===== src/rtl/lcd_init_seq.sv =====
// Table-driven ST77xx SPI-LCD power-up sequencer: hardware reset, sleep-out,
// external command/data/delay table, then offset window setup and colour fill.
module lcd_init_seq #(
   parameter int RST_LOW_CYC  = 1_000_000,
   parameter int RST_HIGH_CYC = 1_000_000,
   parameter int SLPOUT_CYC   = 250_000,
   parameter int DLY_UNIT_CYC = 50_000,
   parameter int TBL_LEN      = 128,
   parameter int WIDTH        = 128,
   parameter int HEIGHT       = 160,
   parameter int X_OFS        = 2,
   parameter int Y_OFS        = 1
) (
   input  logic                       sys_clk,
   input  logic                       sys_rst_n,
   input  logic                       wr_done,
   output logic [$clog2(TBL_LEN)-1:0] tbl_addr,
   input  logic [9:0]                 tbl_data,
   input  logic [15:0]                clr_color,
   input  logic                       reinit,
   input  logic                       clr_req,
   output logic                       lcd_rst,
   output logic [8:0]                 init_data,
   output logic                       en_write,
   output logic                       busy,
   output logic                       init_done
);

   localparam int AW         = $clog2(TBL_LEN);
   localparam int NPIX_BYTES = 2 * WIDTH * HEIGHT;
   localparam int PIX_W      = $clog2(NPIX_BYTES + 1);
   localparam int DLY_MAX    = 255 * DLY_UNIT_CYC;
   localparam int MAX_A      = (RST_LOW_CYC > RST_HIGH_CYC) ? RST_LOW_CYC : RST_HIGH_CYC;
   localparam int MAX_B      = (MAX_A > SLPOUT_CYC) ? MAX_A : SLPOUT_CYC;
   localparam int CNT_MAX    = (MAX_B > DLY_MAX) ? MAX_B : DLY_MAX;
   localparam int CNT_W      = $clog2(CNT_MAX + 1);

   localparam logic [15:0] XS = 16'(X_OFS);
   localparam logic [15:0] XE = 16'(X_OFS + WIDTH - 1);
   localparam logic [15:0] YS = 16'(Y_OFS);
   localparam logic [15:0] YE = 16'(Y_OFS + HEIGHT - 1);

   typedef enum logic [3:0] {
      ST_RST_LOW  = 4'd0,
      ST_RST_HIGH = 4'd1,
      ST_SLPOUT   = 4'd2,
      ST_SLP_WAIT = 4'd3,
      ST_FETCH    = 4'd4,
      ST_ISSUE    = 4'd5,
      ST_TDLY     = 4'd6,
      ST_WIN      = 4'd7,
      ST_FILL     = 4'd8,
      ST_DONE     = 4'd9
   } state_t;

   state_t           state_q;
   logic [CNT_W-1:0] cnt_q;
   logic [CNT_W-1:0] dly_tgt_q;
   logic [AW-1:0]    tbl_addr_q;
   logic             fetch_ph_q;
   logic [3:0]       win_idx_q;
   logic [PIX_W-1:0] pix_cnt_q;
   logic [15:0]      color_q;
   logic             lcd_rst_q;
   logic [8:0]       init_data_q;
   logic             en_write_q;
   logic             busy_q;
   logic             init_done_q;

   logic [8:0]       win_byte_d;
   logic [8:0]       pix_byte_d;
   logic             wr_ack_s;
   logic             tbl_last_s;
   logic             pix_last_s;

   assign wr_ack_s   = en_write_q & wr_done;
   assign tbl_last_s = (tbl_addr_q == AW'(TBL_LEN - 1));
   assign pix_last_s = (pix_cnt_q == PIX_W'(NPIX_BYTES - 1));

   // Window-setup byte selected by the current window step.
   always_comb begin
      win_byte_d = 9'h100;
      case (win_idx_q)
         4'd0:    win_byte_d = 9'h02A;
         4'd1:    win_byte_d = {1'b1, XS[15:8]};
         4'd2:    win_byte_d = {1'b1, XS[7:0]};
         4'd3:    win_byte_d = {1'b1, XE[15:8]};
         4'd4:    win_byte_d = {1'b1, XE[7:0]};
         4'd5:    win_byte_d = 9'h02B;
         4'd6:    win_byte_d = {1'b1, YS[15:8]};
         4'd7:    win_byte_d = {1'b1, YS[7:0]};
         4'd8:    win_byte_d = {1'b1, YE[15:8]};
         4'd9:    win_byte_d = {1'b1, YE[7:0]};
         4'd10:   win_byte_d = 9'h02C;
         default: win_byte_d = 9'h100;
      endcase
   end

   // Even byte counts carry the colour high byte, odd counts the low byte.
   always_comb begin
      pix_byte_d = 9'h100;
      if (pix_cnt_q[0]) begin
         pix_byte_d = {1'b1, color_q[7:0]};
      end else begin
         pix_byte_d = {1'b1, color_q[15:8]};
      end
   end

   // Sequencer state, counters and all registered outputs.
   always_ff @(posedge sys_clk or negedge sys_rst_n) begin
      if (!sys_rst_n) begin
         state_q     <= ST_RST_LOW;
         cnt_q       <= '0;
         dly_tgt_q   <= '0;
         tbl_addr_q  <= '0;
         fetch_ph_q  <= 1'b0;
         win_idx_q   <= 4'd0;
         pix_cnt_q   <= '0;
         color_q     <= 16'h0000;
         lcd_rst_q   <= 1'b0;
         init_data_q <= 9'h100;
         en_write_q  <= 1'b0;
         busy_q      <= 1'b1;
         init_done_q <= 1'b0;
      end else begin
         case (state_q)
            ST_RST_LOW: begin
               if ((cnt_q + CNT_W'(1)) >= CNT_W'(RST_LOW_CYC)) begin
                  state_q   <= ST_RST_HIGH;
                  lcd_rst_q <= 1'b1;
                  cnt_q     <= '0;
               end else begin
                  cnt_q <= cnt_q + CNT_W'(1);
               end
            end
            ST_RST_HIGH: begin
               if ((cnt_q + CNT_W'(1)) >= CNT_W'(RST_HIGH_CYC)) begin
                  state_q <= ST_SLPOUT;
                  cnt_q   <= '0;
               end else begin
                  cnt_q <= cnt_q + CNT_W'(1);
               end
            end
            ST_SLPOUT: begin
               if (!en_write_q) begin
                  init_data_q <= 9'h011;
                  en_write_q  <= 1'b1;
               end else if (wr_done) begin
                  en_write_q <= 1'b0;
                  state_q    <= ST_SLP_WAIT;
                  cnt_q      <= '0;
               end else begin
                  en_write_q <= 1'b1;
               end
            end
            ST_SLP_WAIT: begin
               if ((cnt_q + CNT_W'(1)) >= CNT_W'(SLPOUT_CYC)) begin
                  state_q    <= ST_FETCH;
                  tbl_addr_q <= '0;
                  fetch_ph_q <= 1'b0;
                  cnt_q      <= '0;
               end else begin
                  cnt_q <= cnt_q + CNT_W'(1);
               end
            end
            ST_FETCH: begin
               // Phase 0 lets the ROM answer; phase 1 consumes its data.
               if (!fetch_ph_q) begin
                  fetch_ph_q <= 1'b1;
               end else begin
                  fetch_ph_q <= 1'b0;
                  case (tbl_data[9:8])
                     2'b00: begin
                        init_data_q <= {1'b0, tbl_data[7:0]};
                        en_write_q  <= 1'b1;
                        state_q     <= ST_ISSUE;
                     end
                     2'b01: begin
                        init_data_q <= {1'b1, tbl_data[7:0]};
                        en_write_q  <= 1'b1;
                        state_q     <= ST_ISSUE;
                     end
                     2'b10: begin
                        dly_tgt_q <= CNT_W'(tbl_data[7:0]) * CNT_W'(DLY_UNIT_CYC);
                        cnt_q     <= '0;
                        state_q   <= ST_TDLY;
                     end
                     default: begin
                        state_q <= ST_WIN;
                     end
                  endcase
               end
            end
            ST_ISSUE: begin
               if (wr_ack_s) begin
                  en_write_q <= 1'b0;
                  if (tbl_last_s) begin
                     state_q <= ST_WIN;
                  end else begin
                     tbl_addr_q <= tbl_addr_q + AW'(1);
                     state_q    <= ST_FETCH;
                  end
               end else begin
                  en_write_q <= 1'b1;
               end
            end
            ST_TDLY: begin
               if (cnt_q >= dly_tgt_q) begin
                  cnt_q <= '0;
                  if (tbl_last_s) begin
                     state_q <= ST_WIN;
                  end else begin
                     tbl_addr_q <= tbl_addr_q + AW'(1);
                     state_q    <= ST_FETCH;
                  end
               end else begin
                  cnt_q <= cnt_q + CNT_W'(1);
               end
            end
            ST_WIN: begin
               if (!en_write_q) begin
                  if (win_idx_q == 4'd0) begin
                     color_q <= clr_color;
                  end else begin
                     color_q <= color_q;
                  end
                  init_data_q <= win_byte_d;
                  en_write_q  <= 1'b1;
               end else if (wr_done) begin
                  en_write_q <= 1'b0;
                  if (win_idx_q == 4'd10) begin
                     win_idx_q <= 4'd0;
                     pix_cnt_q <= '0;
                     state_q   <= ST_FILL;
                  end else begin
                     win_idx_q <= win_idx_q + 4'd1;
                  end
               end else begin
                  en_write_q <= 1'b1;
               end
            end
            ST_FILL: begin
               if (!en_write_q) begin
                  init_data_q <= pix_byte_d;
                  en_write_q  <= 1'b1;
               end else if (wr_done) begin
                  en_write_q <= 1'b0;
                  if (pix_last_s) begin
                     pix_cnt_q   <= '0;
                     state_q     <= ST_DONE;
                     busy_q      <= 1'b0;
                     init_done_q <= 1'b1;
                  end else begin
                     pix_cnt_q <= pix_cnt_q + PIX_W'(1);
                  end
               end else begin
                  en_write_q <= 1'b1;
               end
            end
            ST_DONE: begin
               en_write_q <= 1'b0;
               // A simultaneous reinit overrides a clear request.
               if (reinit) begin
                  state_q     <= ST_RST_LOW;
                  lcd_rst_q   <= 1'b0;
                  cnt_q       <= '0;
                  tbl_addr_q  <= '0;
                  init_data_q <= 9'h100;
                  busy_q      <= 1'b1;
                  init_done_q <= 1'b0;
               end else if (clr_req) begin
                  state_q     <= ST_WIN;
                  win_idx_q   <= 4'd0;
                  busy_q      <= 1'b1;
                  init_done_q <= 1'b0;
               end else begin
                  busy_q      <= 1'b0;
                  init_done_q <= 1'b1;
               end
            end
            default: begin
               state_q     <= ST_RST_LOW;
               lcd_rst_q   <= 1'b0;
               cnt_q       <= '0;
               en_write_q  <= 1'b0;
               init_data_q <= 9'h100;
               busy_q      <= 1'b1;
               init_done_q <= 1'b0;
            end
         endcase
      end
   end

   assign tbl_addr  = tbl_addr_q;
   assign lcd_rst   = lcd_rst_q;
   assign init_data = init_data_q;
   assign en_write  = en_write_q;
   assign busy      = busy_q;
   assign init_done = init_done_q;

endmodule


===== config.mk =====
export PLATFORM = sky130hd
export DESIGN_NAME = lcd_init_seq
export DESIGN_NICKNAME = d
export VERILOG_FILES = /design/src/rtl/lcd_init_seq.sv
export SDC_FILE = /design/constraint.sdc
export NUM_CORES = 1
export LEC_CHECK = 0
export BUFFER_PORTS_ARGS = -buffer_cell sky130_fd_sc_hd__buf_2
export CAP_MARGIN = 20
export CORE_ASPECT_RATIO = 1.1
export CORE_MARGIN = 5
export CORE_UTILIZATION = 45
export DETAILED_ROUTE_END_ITERATION = 10
export SYNTH_ARGS = -nofsm -noshare
export SYNTH_HDL_FRONTEND = slang
export SYNTH_SLANG_ARGS = --single-unit

===== constraint.sdc =====
create_clock -name sys_clk -period 4.6 [get_ports sys_clk]
set_clock_uncertainty 0.15 [all_clocks]
set_input_delay 0.46 -clock sys_clk [delete_from_list [all_inputs] [get_ports sys_clk]]
set_output_delay 0.46 -clock sys_clk [all_outputs]
set_load 0.01 [all_outputs]

==> summary.txt, run 1 <==
Run status
  • Outcome: finished, final reports clean

Route
  • Drt total wl: 19.1 mm
  • DRC viols: 0
  • Vias: 6670
  • Avg WL per Cell: 16.0 um
  • 1st-iter DRT viols: 438
  • Via density: 5.59
  • Final antenna-violating net count: 0
  • First-pass DRT Iterations: 5

Synthesis
  • Synth top area share: 31.9%
  • Netlist cell types: 73
  • Post-synth EDFFs: 0
  • Register area share after synthesis: 32.5%
  • Synth Flop Type: dfrtp_1
  • Most instantiated cells after synthesis: dfrtp_1 (103), o21ai_0 (84), ha_1 (82)
  • Most frequent cell after synthesis: dfrtp_1
  • Synth Cell Area: 0.00808 mm2
  • Syn nets: 1032
  • Syn_area_per_cell: 8.91 um2
  • Largest cells by area after synthesis: dfrtp_1 (32%), ha_1 (13%), o21ai_0 (5.2%)
  • Post-synth ARST share: 100%
  • Post-synth top area cell: dfrtp_1
  • #FFs+latches synth: 105
  • Synthesis warning total: 0
  • Gate Count Post-Synth: 907

Setup path
  • Worst Setup End Kind: register
  • Worst Path Required: 4.75 ns
  • CP Max Fanout: 5
  • Setup CP Type: in2reg
  • CP Launch Type: primary input
  • CP arrival: 4.34 ns
  • Worst Reg-to-Reg Cells: 11

Floorplan
  • Core footprint: 0.0177 mm2
  • Initial Utilization: 45.7%
  • Die area: 0.0207 mm2
  • Die Width: 138 um
  • Number of top-level pins: 51
  • Row cnt: 51
  • Die H: 151 um

Run
  • Number of max-cap violations: 0

GRT
  • GRT overflow: 0
  • Initial antenna violation count: 0
  • Largest net degree at the start of global routing: 45
  • First-pass GRT wire length: 32.1 mm
  • GRT Total Usage: 19.2%
  • Vias in the first global route: 6448

STA
  • Measured slew at the worst slew-check pin: 0.788 ns
  • Final period utilization: 91.1%
  • Final Hold Viols: 0
  • Setup Total Neg Slack: 0 ns
  • Min Tclk post-route: 4.19 ns
  • Slew margin rel.: 47.0%
  • FMAX: 239 MHz
  • Fin. max-slew vios: 0
  • RSZ-0062 raised after global routing: false
  • Final Setup Violations: 0

Clock network
  • Clock sink total: 105
  • CTS clock-pin slew for the worst setup and hold paths: 0.08 ns
  • Worst-Skew Late Latency: 0.36 ns
  • Clk root buf: clkbuf_16
  • CTS Buf Count: 9
  • Longest Clk Path Bufs: 2
  • H-Tree Depth: 3
  • CTS tree: built

Placed design
  • Placer Congestion: 0.892
  • Port-buffer cells: 50
  • Placed Instance Area: 0.00863 mm2
  • HPWL Detailed: 14.5 mm

Min path
  • Worst Hold Class: in2reg
  • Hold path depth: 2

Final layout
  • Nets: 1076
  • Post-layout util: 50.7%
  • Final antenna diode count: 0
  • Synthesis-to-finish area growth: 10.9%
  • Share of cells above drive strength 1: 14.1%
  • Final Instance Area: 0.00896 mm2

Power
  • VDD IR max: 0.207 mV
  • Leakage: 4.14 nW
  • PwrDens: 247 mW/mm2
[where the power goes]
group / internal (mW) / switching (mW)
clock network: 0.440 / 0.396
logic: 0.205 / 0.250
registers: 0.922 / 0
total: 1.57 / 0.646
[sequential cells by signal, indices dropped and copies added (netlist names), 4 cells and up]
| signal | count |
|---|---|
| win_idx_q | 4 |
| cnt_q | 24 |
| init_data | 9 |
| state_q | 4 |
| pix_cnt_q | 16 |
| tbl_addr | 7 |
| dly_tgt_q | 20 |
| color_q | 16 |
[worst paths after layout]
check | start | end | slack, ns
worst max-delay path | tbl_data[2] | dly_tgt_q[23] | 0.41
worst min-delay path | clr_color[5] | color_q[5] | 0.17
worst max register to register | cnt_q[1] | state_q[0] | 0.67
worst min register to register | init_data[4] | init_data[4] | 0.33
max in group asynchronous | sys_rst_n | busy | 2.94
min in group asynchronous | sys_rst_n | cnt_q[7] | 0.47
[final cells by class]
| type | instances | area [um2] |
|---|---|---|
| multi-input combinational | 695 | 5020 |
| clock inverter | 7 | 100 |
| sequential | 105 | 2630 |
| tap | 238 | 298 |
| clock buffer | 9 | 225 |
| fill | 1704 | 8710 |
| inverter | 67 | 251 |
| timing repair buffer | 73 | 440 |
[stage by stage]
| step | hold WS (ns) | power (mW) | setup WS, ns | std cells |
|---|---|---|---|---|
| after global placement | 0.314 | 1.40 | 0.109 | 1177 |
| after floorplan | 0.0144 | 1.27 | 0.397 | 907 |
| after detailed placement | 0.311 | 1.40 | 0.0435 | 1177 |
| after global routing | 0.169 | 2.34 | 0.123 | 1194 |
| final | 0.170 | 2.21 | 0.409 | 1194 |
| after CTS | 0.155 | 2.25 | 0.433 | 1194 |
[repair_timing]
| item | in CTS | in global routing |
|---|---|---|
| endpoints found under the setup margin | 0 | 0 |
| endpoints found under the hold margin | 34 | 0 |
| hold buffers | 1 | 0 |
| resized for setup | 0 | 0 |
| setup buffers | 0 | 0 |
[kinds of logic after synthesis]
family | Yosys count | share of synthesized area (%)
mux | 37 | 5.02
compound gates | 245 | 18.9
simple gates | 294 | 19.7
xor+xnor | 25 | 2.71
fa+ha+maj | 94 | 15.7
buf+inv | 107 | 5.46
flops | 105 | 32.5
[routing by layer]
layer | up-vias | wire (um) | global-route usage (%)
met5 | - | 0 | 0
met3 | 20 | 711 | 2.44
li1 | 3378 | - | -
met4 | 0 | 255 | 5.68
met2 | 121 | 8730 | 29.3
met1 | 3151 | 9430 | 28.3
[cells in the final DEF, fill, tap and decap left out, types with 7 or more instances in the layout]
cell,count
a211oi_1,8
a31oi_1,14
and2_1,8
nor4_1,9
buf_2,49
dfrtp_1,103
a21oi_1,32
nand3_1,26
nor2_1,55
mux2_2,24
nor3_1,30
o21ai_1,18
nor3b_1,8
nor2b_1,9
nand4_1,7
o211ai_1,9
ha_1,82
nand2b_1,10
clkbuf_16,9
o21ai_0,84
fa_1,12
a21o_1,26
nand2_1,81
buf_4,22
mux2i_1,12
xor2_1,12
inv_1,66
and3_1,15
xnor2_1,13
[critical path: stages]
cell      delay, ns
buf_2          0.14
ha_1           0.32
ha_1           0.28
inv_1          0.05
fa_1           0.49
inv_1          0.05
fa_1           0.47
ha_1           0.31
buf_4          0.13
o21ai_0        0.09
o21ai_0        0.26
a31oi_1        0.16
a211oi_1       0.39
a21oi_1        0.13
nor2b_1        0.16
nor2_1         0.08
o31ai_1        0.22
a22o_1         0.15
Power figures use the tool's default switching activity.
==> run 2: changes to the inputs <==
--- a/config.mk
+++ b/config.mk
@@ -9,8 +9,9 @@
 export CAP_MARGIN = 20
 export CORE_ASPECT_RATIO = 1.1
 export CORE_MARGIN = 5
-export CORE_UTILIZATION = 45
+export CORE_UTILIZATION = 62
 export DETAILED_ROUTE_END_ITERATION = 10
+export PLACE_DENSITY = 0.81
 export SYNTH_ARGS = -nofsm -noshare
 export SYNTH_HDL_FRONTEND = slang
 export SYNTH_SLANG_ARGS = --single-unit
==> run 2 against run 1 <==
Against the previous run:
- non-clock buffer count down 12
- power down 3.5%
- final cell count fell by 7.8%
- routed wire length is 5.0% lower
- maximum frequency increased by 0.91%
- die area decreased by 26%
- via count grew 1.9%
- sequential power about the same
- worst setup slack better by 0.038 ns
- clock power shrank 9.3%
- register-to-register slack got worse by 0.06 ns
- first-iteration DRC count increased by 6.4%
- largest cell class unchanged
==> summary.txt, run 2 (synthesized netlist as in run 1, its figures left out) <==
STA
  • Final Hold Viols: 0 (unchanged)
  • Fin. max-slew vios: 0 (unchanged)
  • Final period utilization: 90.3% (was 91.1%)
  • Slew margin rel.: 35.9% (was 47.0%)
  • RSZ-0062 raised after global routing: false (unchanged)
  • Min Tclk post-route: 4.15 ns (was 4.19 ns)
  • Measured slew at the worst slew-check pin: 0.955 ns (was 0.788 ns)
  • FMAX: 241 MHz (was 239 MHz)
  • Setup Total Neg Slack: 0 ns (unchanged)
  • Final hold slack: 0.0439 ns (was 0.170 ns)
  • Final Setup Violations: 0 (unchanged)

Final layout
  • Final antenna diode count: 0 (unchanged)
  • Max reg flops: 24 (unchanged)
  • Nets: 1064 (was 1076)
  • Fill count: 993 (was 1704)
  • Largest regs: cnt_q (24), dly_tgt_q (20) (unchanged)
  • Most flops, register: cnt_q (unchanged)
  • Most common cell after layout, fill and taps aside: dfrtp_1 (unchanged)
  • Synthesis-to-finish area growth: 7.89% (was 10.9%)
  • Sequential Area: 0.00263 mm2 (unchanged)
  • Share of cells above drive strength 1: 13.3% (was 14.1%)
  • Multi-input logic area: 0.00502 mm2 (about the same)
  • Commonest non-fill, non-tap cells in the layout: dfrtp_1 (103), o21ai_0 (84), ha_1 (82) (unchanged)
  • Non-filler instance count after layout: 1101 (was 1194)

Run status
  • Outcome: finished, final reports clean (unchanged)

Power
  • VDD IR max: 0.201 mV (was 0.207 mV)
  • Clock network fraction of design power: 35.5% (was 37.8%)
  • Sw Share: 29.6% (was 29.2%)
  • Comb pwr share: 21.3% (was 20.6%)
  • Sw power: 0.633 mW (was 0.646 mW)
  • PwrDens: 245 mW/mm2 (was 247 mW/mm2)
  • Leakage: 4.06 nW (was 4.14 nW)
  • Register share of total power: 43.2% (was 41.7%)
  • Pint: 1.50 mW (was 1.57 mW)

Setup path
  • CP arrival: 4.23 ns (was 4.34 ns)
  • Most used cell, CP: ha_1 (unchanged)
  • CP Max Fanout: 5 (unchanged)
  • Worst Setup End Kind: register (unchanged)
  • CP max stage cell: fa_1 (unchanged)
  • Setup CP Type: in2reg (unchanged)
  • CP Launch Type: primary input (unchanged)
  • Worst Path Required: 4.67 ns (was 4.75 ns)
  • Crit-path cells: buf_2, ha_1, ha_1, inv_1, fa_1, inv_1, fa_1, ha_1, a211oi_1, o21bai_1, a21o_1, a21oi_1, o21ai_0, o41ai_2, buf_4, xor2_1, o21ai_0 (was buf_2, ha_1, ha_1, inv_1, fa_1, inv_1, fa_1, ha_1, buf_4, o21ai_0, o21ai_0, a31oi_1, a211oi_1, a21oi_1, nor2b_1, nor2_1, o31ai_1, a22o_1)
  • CP max stage delay: 0.50 ns (was 0.49 ns)

Clock network
  • H-Tree Depth: 3 (unchanged)
  • CTS Buf Count: 9 (unchanged)
  • Longest Clk Path Bufs: 2 (unchanged)
  • Clk root buf: clkbuf_16 (unchanged)
  • Postcts setup bufs: 0 (unchanged)
  • Worst-Skew Late Latency: 0.36 ns (about the same)
  • CTS tree: built (unchanged)
  • Clock sink total: 105 (unchanged)
  • CTS clock-pin slew for the worst setup and hold paths: 0.08 ns (about the same)

Route
  • DRC viols: 0 (unchanged)
  • Avg WL per Cell: 16.5 um (was 16.0 um)
  • Drt total wl: 18.2 mm (was 19.1 mm)
  • 1st-iter DRT viols: 466 (was 438)
  • Via density: 6.18 (was 5.59)
  • First-pass DRT Iterations: 5 (unchanged)
  • Final antenna-violating net count: 0 (unchanged)
  • Vias: 6799 (was 6670)

GRT
  • GRT overflow: 0 (unchanged)
  • Initial antenna violation count: 0 (unchanged)
  • First-pass GRT wire length: 30.9 mm (was 32.1 mm)
  • Vias in the first global route: 6426 (was 6448)
  • Largest net degree at the start of global routing: 69 (was 45)
  • GRT Total Usage: 24.2% (was 19.2%)

Floorplan
  • Core footprint: 0.0127 mm2 (was 0.0177 mm2)
  • Initial Utilization: 63.7% (was 45.7%)
  • Row cnt: 43 (was 51)
  • Die area: 0.0154 mm2 (was 0.0207 mm2)
  • Die Width: 119 um (was 138 um)
  • Number of top-level pins: 51 (unchanged)
  • Die H: 130 um (was 151 um)

Placed design
  • Placed Instances: 1084 (was 1177)
  • HPWL Detailed: 13.5 mm (was 14.5 mm)
  • Port-buffer cells: 50 (unchanged)
  • Placer Congestion: 0.904 (was 0.892)

Run
  • Number of max-cap violations: 0 (unchanged)

Min path
  • Worst Hold Class: in2async (was in2reg)
run 2: cell types whose count changed in the layout (fill, tap and decap cells not counted), sizes merged:
cell and change:
buf -11, clkinv -3, clkinvlp +3, bufinv -1, dlygate4sd3 -1, inv +1
run 2: power groups by stage:
stage	Sequential, mW	Combinational, mW	Clock [mW]
after floorplan	0.941	0.332	0
after global placement	0.941	0.443	0
after detailed placement	0.941	0.456	0
after CTS	0.922	0.460	0.777
after global routing	0.922	0.523	0.814
final	0.922	0.455	0.758
run 2: metal layers:
| metal | up-vias | share of wire [%] | global-route usage [%] | wire [um] |
|---|---|---|---|---|
| met3 | 30 | 5.7 | 3.81 | 1040 |
| met4 | 0 | 2.2 | 9.20 | 395 |
| met1 | 3219 | 45 | 33.3 | 8170 |
| li1 | 3345 | - | - | - |
| met2 | 205 | 47 | 39.0 | 8570 |
| met5 | - | 0 | 0 | 0 |
run 2: path summary, 6_finish.rpt:
check / cells after the start / slack, ns / to / startpoint
worst max register to register: 11 / 0.61 / cnt_q[7] / cnt_q[0]
worst min register to register: 2 / 0.33 / init_data[8] / init_data[8]
worst min-delay path: 1 / 0.04 / dly_tgt_q[6] / sys_rst_n
max in group asynchronous: 2 / 3.21 / init_data[8] / sys_rst_n
worst max-delay path: 17 / 0.45 / dly_tgt_q[20] / tbl_data[4]
min in group sys_clk: 2 / 0.18 / color_q[9] / clr_color[9]
run 2: what timing repair did:
item                                    4_1_cts  5_1_grt
resized for setup                             0        1
endpoints found under the hold margin         0        0
hold buffers                                  0        0
endpoints found under the setup margin        0        2
run 2: critical path, delay by kind of cell:
family / cells / cell delay, ns
adders and majority gates: 5 / 1.92
xor gates and xnor gates: 1 / 0.14
buffers and inverters: 4 / 0.42
AOI/OAI and AO/OA: 7 / 1.31
run 2: metrics by stage:
stage	total power [mW]	cell area (um2)	util (%)	setup WS [ns]
5_1_grt	2.26	8720	68.7	0.0855
2_1_floorplan	1.27	8080	-	0.397
4_1_cts	2.16	8710	68.6	0.340
3_3_place_gp	1.38	8420	66.3	0.0903
3_5_place_dp	1.40	8420	66.3	-0.0151
6_report	2.13	8720	68.7	0.447
run 2: layout make-up:
type                            count  area share [%]
Clock inverter                      7           0.703
Sequential cell                   105            30.2
Timing Repair Buffer               61            3.85
Clock buffer                        9            2.58
Inverter                           67            2.88
Tap cell                          157            2.25
Multi-Input combinational cell    695            57.6
